===== src/rtl/axi_slave_write_fifo_if.sv =====
// AW/W/B channel bundle between the interconnect (master) and the write request queue (slave).
interface axi_slave_write_fifo_if #(
    parameter int unsigned ADDR_W = 32,
    parameter int unsigned ID_W   = 6
) ();
    logic              AWVALID;
    logic              AWREADY;
    logic [ADDR_W-1:0] AWADDR;
    logic [ID_W-1:0]   AWID;
    logic [2:0]        AWPROT;
    logic [7:0]        AWLEN;
    logic [2:0]        AWSIZE;
    logic [1:0]        AWBURST;
    logic              WVALID;
    logic              WLAST;
    logic              WREADY;
    logic [ADDR_W-1:0] WADDR_CUR;
    logic [2:0]        WPROT_CUR;
    logic              W_BEAT_EN;
    logic              BVALID;
    logic              BREADY;
    logic [ID_W-1:0]   BID;
    logic [1:0]        BRESP;

    modport slave (
        input  AWVALID, AWADDR, AWID, AWPROT, AWLEN, AWSIZE, AWBURST,
        input  WVALID, WLAST, BREADY,
        output AWREADY, WREADY, WADDR_CUR, WPROT_CUR, W_BEAT_EN,
        output BVALID, BID, BRESP
    );

    modport master (
        output AWVALID, AWADDR, AWID, AWPROT, AWLEN, AWSIZE, AWBURST,
        output WVALID, WLAST, BREADY,
        input  AWREADY, WREADY, WADDR_CUR, WPROT_CUR, W_BEAT_EN,
        input  BVALID, BID, BRESP
    );
endinterface


===== src/rtl/axi_slave_write_fifo.sv =====
// In-order AXI write request queue: buffers AW, sequences W beat addresses, returns B in order.
// Optional WLAST_CHECK_EN: end bursts on WLAST or beat count, flag disagreement as SLVERR.
module axi_slave_write_fifo #(
    parameter int unsigned DEPTH_LOG2 = 3,
    parameter int unsigned ADDR_W     = 32,
    parameter int unsigned ID_W       = 6
) (
    input logic                   clk,
    input logic                   reset,
    axi_slave_write_fifo_if.slave bus
);
    localparam int unsigned ENTRIES = 1 << DEPTH_LOG2;

    typedef logic [DEPTH_LOG2-1:0] ptr_t;
    typedef logic [DEPTH_LOG2:0]   cnt_t;

    logic [ADDR_W-1:0] ent_addr  [ENTRIES];
    logic [ID_W-1:0]   ent_id    [ENTRIES];
    logic [2:0]        ent_prot  [ENTRIES];
    logic [7:0]        ent_len   [ENTRIES];
    logic [2:0]        ent_size  [ENTRIES];
    logic [1:0]        ent_burst [ENTRIES];

    ptr_t       wr_ptr, dat_ptr, rsp_ptr;
    cnt_t       occ, rsp_cnt;
    logic [7:0] beat_cnt;

    logic push, beat, burst_end, b_hs, burst_active, bvalid;
    logic [ADDR_W-1:0] base, offs, mask, sum, cur;

    assign burst_active  = (occ - rsp_cnt) != '0;
    assign bvalid        = rsp_cnt != '0;
    assign bus.AWREADY   = occ != cnt_t'(ENTRIES);
    assign push          = bus.AWVALID & bus.AWREADY;
    assign bus.WREADY    = burst_active;
    assign beat          = bus.WVALID & burst_active;
    assign bus.W_BEAT_EN = beat;
    assign b_hs          = bvalid & bus.BREADY;
    assign bus.BVALID    = bvalid;
    assign bus.BID       = bvalid ? ent_id[rsp_ptr] : '0;
    assign bus.WPROT_CUR = burst_active ? ent_prot[dat_ptr] : '0;
    assign bus.WADDR_CUR = cur;

`ifdef WLAST_CHECK_EN
    logic ent_err [ENTRIES];
    logic len_hit;

    assign len_hit   = beat_cnt == ent_len[dat_ptr];
    assign burst_end = beat & (bus.WLAST | len_hit);
    assign bus.BRESP = (bvalid & ent_err[rsp_ptr]) ? 2'b10 : 2'b00;
`else
    assign burst_end = beat & bus.WLAST;
    assign bus.BRESP = 2'b00;
`endif

    // WRAP keeps the bits above the burst window from ADDR and wraps the low bits inside it
    always_comb begin
        base = ent_addr[dat_ptr];
        offs = ADDR_W'(beat_cnt) << ent_size[dat_ptr];
        mask = ((ADDR_W'(ent_len[dat_ptr]) + ADDR_W'(1)) << ent_size[dat_ptr]) - ADDR_W'(1);
        sum  = base + offs;
        case (ent_burst[dat_ptr])
            2'b00:   cur = base;
            2'b10:   cur = (base & ~mask) | (sum & mask);
            default: cur = sum;
        endcase
        if (!burst_active) cur = '0;
    end

    always_ff @(posedge clk or negedge reset) begin
        if (!reset) begin
            wr_ptr   <= '0;
            dat_ptr  <= '0;
            rsp_ptr  <= '0;
            occ      <= '0;
            rsp_cnt  <= '0;
            beat_cnt <= '0;
            for (int unsigned i = 0; i < ENTRIES; i++) begin
                ent_addr[i]  <= '0;
                ent_id[i]    <= '0;
                ent_prot[i]  <= '0;
                ent_len[i]   <= '0;
                ent_size[i]  <= '0;
                ent_burst[i] <= '0;
`ifdef WLAST_CHECK_EN
                ent_err[i]   <= 1'b0;
`endif
            end
        end else begin
            if (push) begin
                ent_addr[wr_ptr]  <= bus.AWADDR;
                ent_id[wr_ptr]    <= bus.AWID;
                ent_prot[wr_ptr]  <= bus.AWPROT;
                ent_len[wr_ptr]   <= bus.AWLEN;
                ent_size[wr_ptr]  <= bus.AWSIZE;
                ent_burst[wr_ptr] <= bus.AWBURST;
`ifdef WLAST_CHECK_EN
                ent_err[wr_ptr]   <= 1'b0;
`endif
                wr_ptr <= wr_ptr + ptr_t'(1);
            end

            if (burst_end) begin
                beat_cnt <= '0;
                dat_ptr  <= dat_ptr + ptr_t'(1);
`ifdef WLAST_CHECK_EN
                if (bus.WLAST != len_hit) ent_err[dat_ptr] <= 1'b1;
`endif
            end else if (beat) begin
                beat_cnt <= beat_cnt + 8'd1;
            end

            if (b_hs) rsp_ptr <= rsp_ptr + ptr_t'(1);

            case ({push, b_hs})
                2'b10:   occ <= occ + cnt_t'(1);
                2'b01:   occ <= occ - cnt_t'(1);
                default: occ <= occ;
            endcase

            case ({burst_end, b_hs})
                2'b10:   rsp_cnt <= rsp_cnt + cnt_t'(1);
                2'b01:   rsp_cnt <= rsp_cnt - cnt_t'(1);
                default: rsp_cnt <= rsp_cnt;
            endcase
        end
    end
endmodule


===== src/flat_wrapper.sv =====
// flat-port wrapper written by rule: the top's interface ports become plain ports
module axi_slave_write_fifo_flat 
#(
    parameter int unsigned DEPTH_LOG2 = 3,
    parameter int unsigned ADDR_W     = 32,
    parameter int unsigned ID_W       = 6
)
  (clk, reset, bus_AWVALID, bus_AWADDR, bus_AWID, bus_AWPROT, bus_AWLEN, bus_AWSIZE, bus_AWBURST, bus_WVALID, bus_WLAST, bus_BREADY, bus_AWREADY, bus_WREADY, bus_WADDR_CUR, bus_WPROT_CUR, bus_W_BEAT_EN, bus_BVALID, bus_BID, bus_BRESP);
  axi_slave_write_fifo_if #(.ADDR_W(ADDR_W), .ID_W(ID_W)) bus_i ();
  input logic clk;
  input logic reset;
  input wire logic [$bits(bus_i.AWVALID)-1:0] bus_AWVALID;
  input wire logic [$bits(bus_i.AWADDR)-1:0] bus_AWADDR;
  input wire logic [$bits(bus_i.AWID)-1:0] bus_AWID;
  input wire logic [$bits(bus_i.AWPROT)-1:0] bus_AWPROT;
  input wire logic [$bits(bus_i.AWLEN)-1:0] bus_AWLEN;
  input wire logic [$bits(bus_i.AWSIZE)-1:0] bus_AWSIZE;
  input wire logic [$bits(bus_i.AWBURST)-1:0] bus_AWBURST;
  input wire logic [$bits(bus_i.WVALID)-1:0] bus_WVALID;
  input wire logic [$bits(bus_i.WLAST)-1:0] bus_WLAST;
  input wire logic [$bits(bus_i.BREADY)-1:0] bus_BREADY;
  output wire logic [$bits(bus_i.AWREADY)-1:0] bus_AWREADY;
  output wire logic [$bits(bus_i.WREADY)-1:0] bus_WREADY;
  output wire logic [$bits(bus_i.WADDR_CUR)-1:0] bus_WADDR_CUR;
  output wire logic [$bits(bus_i.WPROT_CUR)-1:0] bus_WPROT_CUR;
  output wire logic [$bits(bus_i.W_BEAT_EN)-1:0] bus_W_BEAT_EN;
  output wire logic [$bits(bus_i.BVALID)-1:0] bus_BVALID;
  output wire logic [$bits(bus_i.BID)-1:0] bus_BID;
  output wire logic [$bits(bus_i.BRESP)-1:0] bus_BRESP;
  assign bus_i.AWVALID = bus_AWVALID;
  assign bus_i.AWADDR = bus_AWADDR;
  assign bus_i.AWID = bus_AWID;
  assign bus_i.AWPROT = bus_AWPROT;
  assign bus_i.AWLEN = bus_AWLEN;
  assign bus_i.AWSIZE = bus_AWSIZE;
  assign bus_i.AWBURST = bus_AWBURST;
  assign bus_i.WVALID = bus_WVALID;
  assign bus_i.WLAST = bus_WLAST;
  assign bus_i.BREADY = bus_BREADY;
  assign bus_AWREADY = bus_i.AWREADY;
  assign bus_WREADY = bus_i.WREADY;
  assign bus_WADDR_CUR = bus_i.WADDR_CUR;
  assign bus_WPROT_CUR = bus_i.WPROT_CUR;
  assign bus_W_BEAT_EN = bus_i.W_BEAT_EN;
  assign bus_BVALID = bus_i.BVALID;
  assign bus_BID = bus_i.BID;
  assign bus_BRESP = bus_i.BRESP;
  axi_slave_write_fifo #(.DEPTH_LOG2(DEPTH_LOG2), .ADDR_W(ADDR_W), .ID_W(ID_W)) u_core (.clk(clk), .reset(reset), .bus(bus_i));
endmodule

===== config.mk =====
export PLATFORM = sky130hd
export DESIGN_NAME = axi_slave_write_fifo_flat
export DESIGN_NICKNAME = d
export VERILOG_FILES = /design/src/rtl/axi_slave_write_fifo_if.sv /design/src/rtl/axi_slave_write_fifo.sv /design/src/flat_wrapper.sv
export SDC_FILE = /design/constraint.sdc
export NUM_CORES = 1
export LEC_CHECK = 0
export ABC_AREA = 1
export BUFFER_PORTS_ARGS = -buffer_cell sky130_fd_sc_hd__buf_4
export CAP_MARGIN = 5
export CORE_ASPECT_RATIO = 1.75
export CORE_MARGIN = 5
export CORE_UTILIZATION = 55
export CTS_CLUSTER_DIAMETER = 40
export DETAILED_ROUTE_END_ITERATION = 10
export GPL_TIMING_DRIVEN = 0
export PLACE_DENSITY_LB_ADDON = 0.12
export SLEW_MARGIN = 5
export SYNTH_ARGS = -nofsm -noshare
export SYNTH_HDL_FRONTEND = slang
export SYNTH_SLANG_ARGS = --single-unit

===== constraint.sdc =====
create_clock -name clk -period 5.1 [get_ports clk]
set_clock_uncertainty 0.05 [all_clocks]
set_input_delay 0 -clock clk [delete_from_list [all_inputs] [get_ports clk]]
set_output_delay 0 -clock clk [all_outputs]
set_load 0.005 [all_outputs]

After elaboration in Yosys (flattened, before gate mapping)
Index checks and enable logic that the tools add are counted.

cells by class
  add/sub/neg operators = 12
  equal/unequal tests = 6
  bitwise operators = 11
  divide/modulo/power cells = 0
  reduce and logical (&&, ||, !) cells = 7
  mux-type cells = 42
  magnitude comparators = 4
  $mul = 0
  shift operators = 2

operators with widths
  cell                                                count
  bitwise mux 256 bit                                 1
  two-way mux 32 bit                                  4
  binary-select mux 32 bit (select 3 bit)             1
  demux 32 bit (select 3 bit)                         1
  bitwise AND 32 bit                                  2
  bitwise mux 64 bit                                  1
  one-hot mux 32 bit (2 select lines)                 1
  bitwise mux 24 bit                                  2
  bitwise mux 48 bit                                  1
  two-way mux 8 bit                                   5
  adder 32 bit                                        1
  NOT 32 bit                                          1
  OR 32 bit                                           1
  << shifter 32 x 3 -> 32 bit                         1
  << shifter 8 x 3 -> 32 bit                          1
  subtractor 32 x 1 -> 32 bit, second input constant  1
  binary-select mux 8 bit (select 3 bit)              1
  demux 8 bit (select 3 bit)                          1
  two-way mux 6 bit                                   4
  binary-select mux 3 bit (select 3 bit)              2
  binary-select mux 6 bit (select 3 bit)              1
  demux 6 bit (select 3 bit)                          1
  two-way mux 3 bit                                   6
  bitwise mux 16 bit                                  1
  other kinds (22)                                    42

word-level totals
  bits in read-only memories = 0
  output and inout bits = 47
  bits in writable memories = 0
  latch bits = 0
  word-level logic and storage cells = 138
  memories kept = 0
  bits of input ports = 60
  register bits after elaboration = 457

Depth between registers and ports, before layout
  depth in word-level cells = 12
  depth in mapped cells = 31

Worst setup path before layout
No wires, ideal clock.

  kind = register to output
  start = register u_core.dat_ptr[2]
  end = output port bus_WADDR_CUR[30]
  data arrival time = 4.405 ns
  buffers on the path = 6
  path slack = 0.645 ns
  stages on the path, launching flop included = 27
  path through = dfrtp_1 -> inv_1 -> buf_2 -> buf_2 -> buf_2 -> buf_2 -> buf_1 -> clkbuf_1 -> nor2_1 -> a31oi_1 -> ha_1 -> inv_1 -> fa_1 -> o211ai_1 -> nand3_1 -> nand2_1 -> nand4_1 -> nand2_1 -> nand2_1 -> a21oi_1 -> nand4_1 -> nor2_1 -> xor2_1 -> nand2_1 -> nand3_1 -> nand2_1 -> inv_1

on the way
  word-level cells in the longest chain between the ends = 12
  elaborated cells between the ends (all ways) = 26
  classes of those cells = 3 x add/sub; 1 x eq/ne; 2 x shift; 14 x mux; 5 x bitwise; 1 x reduce/logical

ends and longest elaborated chain
  element                                                line                         text
  from (decl)                                            axi_slave_write_fifo.sv:24   ptr_t wr_ptr, dat_ptr, rsp_ptr;
  from (signal assigned)                                 axi_slave_write_fifo.sv:105  dat_ptr <= dat_ptr + ptr_t'(1);
  NOT 3 -> 4 bit (not written as such) *                 n/a
  binary-select mux 8 bit (select 3 bit)                 axi_slave_write_fifo.sv:60   mask = ((ADDR_W'(ent_len[dat_ptr]) + ADDR_W'(1)) << ent_size[dat_ptr]) - ADDR_W'(1);
  two-way mux 8 bit (not written as such) (2 in series)  axi_slave_write_fifo.sv:60
  adder 8 x 1 -> 9 bit                                   axi_slave_write_fifo.sv:60
  << shifter 32 x 3 -> 32 bit                            axi_slave_write_fifo.sv:60
  subtractor 32 x 1 -> 32 bit                            axi_slave_write_fifo.sv:60
  NOT 32 bit                                             axi_slave_write_fifo.sv:64   2'b10: cur = (base & ~mask) | (sum & mask);
  bitwise AND 32 bit                                     axi_slave_write_fifo.sv:64
  OR 32 bit                                              axi_slave_write_fifo.sv:64
  one-hot mux 32 bit (2 select lines) *                  axi_slave_write_fifo.sv:62   case (ent_burst[dat_ptr])
  two-way mux 32 bit *                                   axi_slave_write_fifo.sv:67   if (!burst_active) cur = '0;
  to (decl)                                              flat_wrapper.sv:24           output wire logic [$bits(bus_i.WADDR_CUR)-1:0] bus_WADDR_CUR;

Every way passes the cells marked *; elsewhere a longest branch is shown, timed or not. The select of a mux whose other input is x is not followed.

Worst setup path after layout
  start = register u_core.dat_ptr[2]
  end = output port bus_WADDR_CUR[26]

The elaborated chain is that of the path after synthesis.

==> out/metrics.csv <==
metric;value;unit
portBuffers;104;
postSynthAreaPerCell;7.772;um^2
rows;101;
drc_errors;0;
async_flop_share;100.0;%
r2r-end;u_core.rsp_cnt[3]$_DFFE_PN0P_;
layout.cells.non_filler;3979;
r2r-start;u_core.rsp_cnt[1]$_DFFE_PN0P_;
slew_headroom;20.75;%
drt_first_pass_iters;6;
drt_iter0_markers;2453;
htree_levels;2;
drive_above_1_share;13.54;%
fmax;200.0;MHz
cts_tree;yes;
ys_types;52;
antenna_found_initial;0;
core;43470;um^2
wl_per_cell;21.85;um
setup_viol;0;
worstRegToRegCells;20;
crit_start;u_core.dat_ptr[2]$_DFFE_PN0P_;
violations;negative hold slack;
synth_cells;3116;
dieWidth;168.6;um
diodes;0;
synth_ff_type;dfrtp_1;
cp_slowest_cell;clkdlybuf4s15_2;
gp_congestion;0.9537;
cp-end-kind;primary output;
n_fill_cell;3687;
path_delay_family;buffers and inverters;
status;finished with violations;
hold_class;in2async;
post-route-period-util;98.06;%
drtAntennaViolNets;0;
nets;3476;
hold_ws;-0.005174;ns
cts_sinks;457;
grt_usage;35.27;%
worst_slack;0.09874;ns
dp_hpwl;61370;um
endpoint;bus_WADDR_CUR[26];
syn_to_final_growth;20.09;%
fin_setup_tns;0;ns
path_buf_inv;9;
avgViaCountPerCell;6.011;
fin_util;66.90;%
synth-edff-count;0;
yosysWarnings;0;
post-place-ws;-1.626;ns
clockBufferDepth;3;
crit_fanout;10;
syn-cell-area;24220;um^2
clock_latency;0.58;ns
die-height;287.6;um
grt_pass1_wl;133600;um
die_area;48490;um^2
io_pins;107;
cp.depth;25;
finalHoldViolations;4;
rrSetupSlack;0.59;ns
critPathKind;reg2out;
grt_pass1_vias;23841;
cp_data_required_time;5.05;ns
worst_slew_pin_slew;1.181;ns
grt_start_max_net_pins;121;
vias;23917;
critPathMostFrequentCell;nand2_2;
initial_core_util;55.71;%
ys_ff_latch;457;
grt.overflow.total;0;
yosysSeqAreaShare;47.22;%
placed_cells;3791;
cts_root_buf;clkbuf_16;
most-common-layout-cells;nand2_1 (827), o21ai_0 (605), dfrtp_1 (456), nor2_1 (217), inv_1 (213);
max_stage_delay;0.58;ns
cts.clk_slew.worst_paths;0.07;ns
maxCapViolations;0;
drt-total-wl;86930;um
final_common_cell;nand2_1;
start_kind;register;
finalMaxSlewViolations;0;
cts_buffers;46;
min_period;5.001;ns
cp_data_arrival_time;4.95;ns
cells by family after synthesis:
logic type      share of synthesized area, %
flops                                  47.22
buf+inv                                7.424
fa+ha+maj                              1.850
compound gates                         18.60
other cells                          0.01548
mux                                   0.2635
simple gates                           22.85
xor+xnor                               1.772
layer usage:
layer | GRT usage [%] | wire [um]
met4 | 24.06 | 7225
met2 | 61.92 | 43330
met5 | 0 | 0
met1 | 39.04 | 29820
met3 | 5.427 | 6554
worst min-delay path, cell delays in order:
cell and delay (ns):
dlygate4sd3_1 0.56, buf_8 0.15, buf_16 0.31
metrics by stage:
stage          instance area [um^2]  hold WS, ns
3_3_place_gp                  25710       0.2540
5_1_grt                       29080      0.04651
2_1_floorplan                 24220      -0.3456
4_1_cts                       28520      0.02299
6_report                      29080    -0.005174
3_5_place_dp                  25830     -0.03646
synth_stat cells (3+ instances only):
library cell	number	area, um^2
a22oi_1	5	37.54
a21oi_1	73	365.4
nor2_4	5	56.30
o2111ai_1	3	26.28
inv_1	218	818.3
a211oi_1	6	45.04
nand3_2	29	290.3
a31oi_1	12	75.07
clkbuf_1	124	465.5
nor4_1	5	31.28
o221ai_1	18	157.7
buf_1	14	52.55
o22ai_1	52	325.3
nor2_2	8	50.05
xnor2_1	12	105.1
buf_2	29	145.1
a32o_1	13	130.1
o21ai_1	18	90.09
nand4_1	18	112.6
ha_1	31	387.9
mux2i_1	5	50.05
xor2_1	37	324.1
nand2_1	841	3157
nand3_1	117	585.6
o21bai_1	4	30.03
o21ai_0	621	3108
nor2_1	225	844.6
buf_4	18	135.1
clkinv_1	3	11.26
fa_1	3	60.06
nand2_4	3	33.78
nor3_1	10	50.05
dfrtp_1	457	11440
buf_6	10	112.6
nand2_2	34	212.7
inv_2	8	30.03
o211ai_1	8	60.06
worst min-delay path by stage:
stage	to	depth (start not counted)	start	slack (ns)
finish	u_core.ent_id[40]$_DFFE_PN0P_	3	reset	-0.005
global route	u_core.rsp_cnt[1]$_DFFE_PN0P_	3	reset	0.05
CTS	u_core.rsp_cnt[0]$_DFFE_PN0P_	3	reset	0.02
detailed placement	u_core.rsp_cnt[1]$_DFFE_PN0P_	1	reset	-0.04
global placement	u_core.rsp_ptr[0]$_DFFE_PN0P_	3	bus_BREADY	0.25
floorplan	u_core.beat_cnt[0]$_DFFE_PN0P_	0	reset	-0.35
repair_timing:
item	4_1_cts	5_1_grt
setup buffers	21	35
hold buffers	62	0
hold endpoints to repair	689	0
gates resized for setup	122	86
pin swaps	13	30
gates cloned	2	2
setup endpoints to repair	31	20
flip-flops by register name, summed over array words and instances (netlist names):
| register | cells |
|---|---|
| u_core.dat_ptr | 3 |
| u_core.ent_len | 64 |
| u_core.occ | 4 |
| u_core.ent_size | 24 |
| u_core.rsp_ptr | 3 |
| u_core.ent_prot | 24 |
| u_core.wr_ptr | 3 |
| u_core.rsp_cnt | 4 |
| u_core.beat_cnt | 8 |
| u_core.ent_burst | 16 |
| u_core.ent_addr | 256 |
| u_core.ent_id | 48 |
final cells by class:
cell class	count	area, um^2	area share (%)
multi-input cells	2233	11260	38.72
repair buffers	230	2101	7.223
plain buffers	184	1244	4.276
clock inverters	19	198.9	0.6840
clock buffers	60	1255	4.315
inverters	230	877.1	3.016
well taps	566	708.2	2.435
flip-flops and latches	457	11440	39.33
Power is left out: the tool's default activity adds up to more than one toggle a clock period on the data nets, which glitch-free logic cannot reach.
